===== src/rtl/serial_subtractor.sv =====
// Bit-serial WIDTH-bit subtractor: DIFF = A - B - BIN, one bit per clock, LSB first.
// Optional signed-overflow flag enabled by defining SERIAL_SUBTRACTOR_SIGNED_EN.
module serial_subtractor #(
    parameter int WIDTH = 8
) (
    input  logic             CLK,
    input  logic             RST_N,
    input  logic             START,
    input  logic [WIDTH-1:0] A,
    input  logic [WIDTH-1:0] B,
    input  logic             BIN,
    output logic             BUSY,
    output logic             DONE,
    output logic [WIDTH-1:0] DIFF,
    output logic             BOUT,
    output logic             OVF
);
    localparam int CW = (WIDTH > 2) ? $clog2(WIDTH) : 1;

    typedef enum logic [1:0] {IDLE, RUN, FIN} state_t;

    state_t           r_state, w_next;
    logic [WIDTH-1:0] r_sa, r_sb, r_sd, r_diff;
    logic [CW-1:0]    r_cnt;
    logic             r_br, r_bout;

    logic w_a, w_b, w_d, w_bo, w_last, w_accept, w_run;

    // one full-subtractor cell, time-shared over every bit position
    assign w_a      = r_sa[0];
    assign w_b      = r_sb[0];
    assign w_d      = w_a ^ w_b ^ r_br;
    assign w_bo     = (~w_a & w_b) | (~(w_a ^ w_b) & r_br);
    assign w_run    = (r_state == RUN);
    assign w_last   = w_run && (r_cnt == CW'(WIDTH-1));
    assign w_accept = START && (r_state != RUN);

    always_ff @(posedge CLK or negedge RST_N) begin
        if (!RST_N) r_state <= IDLE;
        else        r_state <= w_next;
    end

    always_comb begin
        w_next = r_state;
        case (r_state)
            IDLE:    if (START) w_next = RUN;
            RUN:     if (w_last) w_next = FIN;
            FIN:     w_next = START ? RUN : IDLE;
            default: w_next = IDLE;
        endcase
    end

    always_ff @(posedge CLK or negedge RST_N) begin
        if (!RST_N) begin
            r_sa   <= '0;
            r_sb   <= '0;
            r_sd   <= '0;
            r_br   <= 1'b0;
            r_cnt  <= '0;
            r_diff <= '0;
            r_bout <= 1'b0;
        end else if (w_accept) begin
            r_sa  <= A;
            r_sb  <= B;
            r_br  <= BIN;
            r_cnt <= '0;
        end else if (w_run) begin
            r_sa  <= r_sa >> 1;
            r_sb  <= r_sb >> 1;
            r_sd  <= {w_d, r_sd[WIDTH-1:1]};
            r_br  <= w_bo;
            r_cnt <= r_cnt + CW'(1);
            if (w_last) begin
                r_diff <= {w_d, r_sd[WIDTH-1:1]};
                r_bout <= w_bo;
            end
        end
    end

`ifdef SERIAL_SUBTRACTOR_SIGNED_EN
    logic r_ovf;

    // on the last step w_a/w_b are the operand sign bits and w_d the result sign
    always_ff @(posedge CLK or negedge RST_N) begin
        if (!RST_N)      r_ovf <= 1'b0;
        else if (w_last) r_ovf <= (w_a ^ w_b) & (w_a ^ w_d);
    end

    assign OVF = r_ovf;
`else
    assign OVF = 1'b0;
`endif

    assign BUSY = w_run;
    assign DONE = (r_state == FIN);
    assign DIFF = r_diff;
    assign BOUT = r_bout;
endmodule

===== config.mk =====
export PLATFORM = sky130hd
export DESIGN_NAME = serial_subtractor
export DESIGN_NICKNAME = d
export VERILOG_FILES = /design/src/rtl/serial_subtractor.sv
export SDC_FILE = /design/constraint.sdc
export NUM_CORES = 1
export LEC_CHECK = 0
export CAP_MARGIN = 20
export CORE_MARGIN = 3
export CORE_UTILIZATION = 58
export CTS_BUF_LIST = sky130_fd_sc_hd__clkbuf_8
export CTS_CLUSTER_DIAMETER = 150
export CTS_CLUSTER_SIZE = 25
export DETAILED_ROUTE_END_ITERATION = 8
export GPL_TIMING_DRIVEN = 0
export MAX_ROUTING_LAYER = met4
export PLACE_DENSITY = 0.87
export SYNTH_ARGS = -nofsm -noshare
export SYNTH_HDL_FRONTEND = slang
export SYNTH_SLANG_ARGS = --single-unit

===== constraint.sdc =====
create_clock -name CLK -period 4.06 [get_ports CLK]
set_clock_uncertainty 0.2 [all_clocks]
set_input_delay 1.015 -clock CLK [delete_from_list [all_inputs] [get_ports CLK]]
set_output_delay 1.015 -clock CLK [all_outputs]
set_load 0.03 [all_outputs]

Word level (Yosys, flattened, before mapping):

Index checks and enable logic that the tools add are counted.

* add/sub/neg operators: 1
* eq/ne operators: 6
* muxes and demuxes: 12
* bitwise logic cells: 8
* reductions and logical operators: 7

Operators by type and width (count)
* $mux W8: 4
* $mux W3: 2
* $pmux W2 S3: 1
* $mux W2: 2
* $ne A2 B2 Y1 const B: 2
* $reduce_and A2 Y1: 2
* $add A3 B1 Y3 const B: 1
* $eq A3 B3 Y1 const B: 1
* $mux W1: 3
* $not A1 Y1: 3
* $reduce_and A3 Y1: 1
* $and A1 B1 Y1: 2
* $eq A2 B1 Y1 const B: 1
* $eq A2 B2 Y1 const B: 1
* $logic_and A1 B1 Y1: 2
* $logic_not A2 Y1: 1
* $ne A2 B1 Y1 const B: 1
* $reduce_bool A2 Y1: 1
* $xor A1 B1 Y1: 2
* $or A1 B1 Y1: 1

* bits in registers: 39
* input port bits: 20
* output and inout bits: 12
* word-level logic and storage cells: 42

Depth between registers and ports, before layout:

* depth in word-level cells: 6
* mapped depth: 5
* depth with buffers taken out: 4

Worst setup path after synthesis:

OpenSTA, ideal clock, no wires.

* path type: reg2out
* start: register r_state[1]
* end: output port BUSY
* arrival time: 878 ps
* required time: 2845 ps
* path slack: 1967 ps
* stages on the path, launching flop included: 4
* path buffers: 1
* cells stage by stage: dfrtp_1 > nand2b_1 > buf_6 > inv_1

* longest elaborated chain between the ends: 1

Ends and longest elaborated chain
* start: declaration: line 22 `state_t r_state, w_next;`
* start signal: assignment: line 40 `else r_state <= w_next;`
* $eq A2 B1 Y1: line 34 `assign w_run = (r_state == RUN);`
* end: declaration: line 12 `output logic BUSY,`

Every way passes these cells.

Worst setup path after layout:

Ends and elaborated chain as after synthesis.

==> metrics.txt <==
status complete, no violations; Seq. cell area 951 sq um; min Tclk post-route 3060 ps; HP Class flop to flop; Critical Path AT 1850 ps; Yosys top cell by area dfrtp_1; Worst EP required 2840 ps; H-tree depth 2; Netlist cell types 16; DRT Pass-1 Iters 5; Vias/cell 5.18; Mapped Cells 115; GRT overflow 0; instance count on the critical path 4; worst-path cell chain nand2b_1 > buf_6 > inv_1 > clkdlybuf4s50_1; commonest non-fill, non-tap cell in the layout dfrtp_1; setup bufs post-CTS 0; io pins 32; cell-internal power 0.00122 W; clock sinks 38; NetSw 0.000573 W; Layout fillers 170; syn avg cell area 16.0 sq um; Warnings, synthesis 0; CP Launch Type flop; worst r2r path cells 5; Max Slew Vio Count 0; share of cells above drive strength 1 0.399; largest net degree at the start of global routing 39; Die ar. 3870 sq um; most frequent cells in the layout dfrtp_1, mux2_4, clkdlybuf4s50_1, mux2_2; Clock power frac 0.175; P per Cell Area 784 nW/um^2; initial core utilization 0.638; Die X-Extent 62.2 microns; worst-margin pin slew 809 ps; GRT Overall Usage 0.196; drt wl/cell 16.4 microns; RePlAce Congestion 0.716; Detailed Route WL 3190 microns; vias in the first global route 1155; antenna violations before repair 0; Min-Delay Path Depth 1; Routed Antenna Nets 0; DR vias 1010; peak fanout along the critical path 8; Nets 175; Worst Path Buf+Inv 3; sequential-to-total area share from yosys stat 0.518; Die H 62.2 microns; number of inserted diodes 0; Reg power frac 0.370; number of buffers created by CTS 5; Port Buffers 30; CTS tree yes; Final TNS setup 0 ps; final setup vio count 0; Cell Area, Synth 1830 sq um; Mapped Nets 138; maxcap violations 0; Sw Ratio 0.319; #FFs+latches synth 38; CTS root buf clkbuf_8; Area growth syn-to-layout 24.9%; Longest Clk Path Bufs 2; Slowest cell on crit path clkdlybuf4s50_1; fin crit share 0.754; DPL Wire Length 2320 microns; crit-path leading delay family buffers and inverters; Max stage delay on crit path 700 ps; fmax 0.326 GHz; top post-synthesis cells by area dfrtp_1, mux2_4, mux2_2; Starting DRT DRC Count 39; Core Rows 19; endpoints failing hold 0; Combinational Power Share 0.454; WS Path Type flop to primary output; Worst Setup End Kind primary output; # DRC 0; Clock Latency Late Sink 290 ps; RSZ-0062 raised after global routing false; LEAKAGE 1.09 nW; area of the multi-input gates 792 sq um; final hold slack 302 ps; Resized cells post-CTS 0; Clock Pin Slew Worst Setup and Hold Paths 80 ps; Core Region 2880 sq um; CTS hold repair buffers 0; Rel. slew slack 0.461; post-synth top area share 0.518; VDD IR max 420 uV; first-pass GRT wire length 5660 microns
sequential cells by signal (all words and copies together) (netlist names):
| register | count |
|---|---|
| r_sb | 8 |
| r_sd | 7 |
| BOUT | 1 |
| r_br | 1 |
| r_sa | 8 |
| DIFF | 8 |
| r_state | 2 |
| r_cnt | 3 |
area by class of cell:
type                       count  share of cell area
multi-input combinational     64               0.346
clock buffer                   5              0.0300
timing repair buffer          30               0.129
tap                           42              0.0229
clock inverter                 3              0.0175
sequential                    38               0.415
inverter                       6             0.00983
buffer                         7              0.0300
through the flow:
step / cell area (sq um) / setup slack [ps] / util / instances / power, W
floorplan: 1830 / 1970 / - / 115 / 0.00126
global placement: 2190 / 958 / 0.760 / 187 / 0.00144
detailed placement: 2180 / 1330 / 0.759 / 187 / 0.00149
CTS: 2290 / 999 / 0.796 / 195 / 0.00181
global route: 2290 / 903 / 0.796 / 195 / 0.00191
finish: 2290 / 997 / 0.796 / 195 / 0.00180
power groups by stage:
| stage | clock network, W | registers, W | logic [W] |
|---|---|---|---|
| after floorplan | 0 | 0.000718 | 0.000542 |
| after global placement | 0 | 0.000656 | 0.000782 |
| after detailed placement | 0 | 0.000671 | 0.000821 |
| after CTS | 0.000321 | 0.000666 | 0.000826 |
| after global routing | 0.000338 | 0.000690 | 0.000879 |
| final | 0.000315 | 0.000665 | 0.000816 |
worst reg2reg max path, cell delays in order (launching register included):
cell	delay, ps
dfrtp_1	410
ha_1	210
ha_1	190
nand3b_1	80
buf_2	270
mux2_2	380
layer usage:
layer / track usage / wire (microns)
met4: 0.0746 / 58
met5: - / 0
met2: 0.329 / 1600
met3: 0.0523 / 141
met1: 0.224 / 1390
final timing paths:
| path | from | endpoint | slack [ps] |
|---|---|---|---|
| max | r_state[1]$_DFFE_PN0P_ | BUSY | 1000 |
| min | r_cnt[0]$_DFFE_PN0P_ | r_cnt[0]$_DFFE_PN0P_ | 300 |
| max reg2reg | r_cnt[0]$_DFFE_PN0P_ | DIFF[3]$_DFFE_PN0P_ | 2220 |
| min reg2reg | r_cnt[0]$_DFFE_PN0P_ | r_cnt[0]$_DFFE_PN0P_ | 300 |
| max in group asynchronous | RST_N | r_sb[4]$_DFFE_PN0P_ | 2540 |
| min in group asynchronous | RST_N | DIFF[0]$_DFFE_PN0P_ | 610 |
synthesized netlist by cell type, drive strengths merged:
library cell	number
conb	1
fa	1
mux2i	6
nand2b	2
nand3b	1
nor2b	3
ha	2
nor2	2
buf	7
dfrtp	38
inv	6
mux2	45
o22ai	1
cell families after synthesis:
family / Yosys count / synth area share
compound gates: 1 / 0.00341
simple gates: 8 / 0.0252
flops: 38 / 0.518
other cells: 1 / 0.00204
buf+inv: 13 / 0.0498
mux: 51 / 0.377
fa+ha+maj: 3 / 0.0246
(Power assumes the default switching activity.)
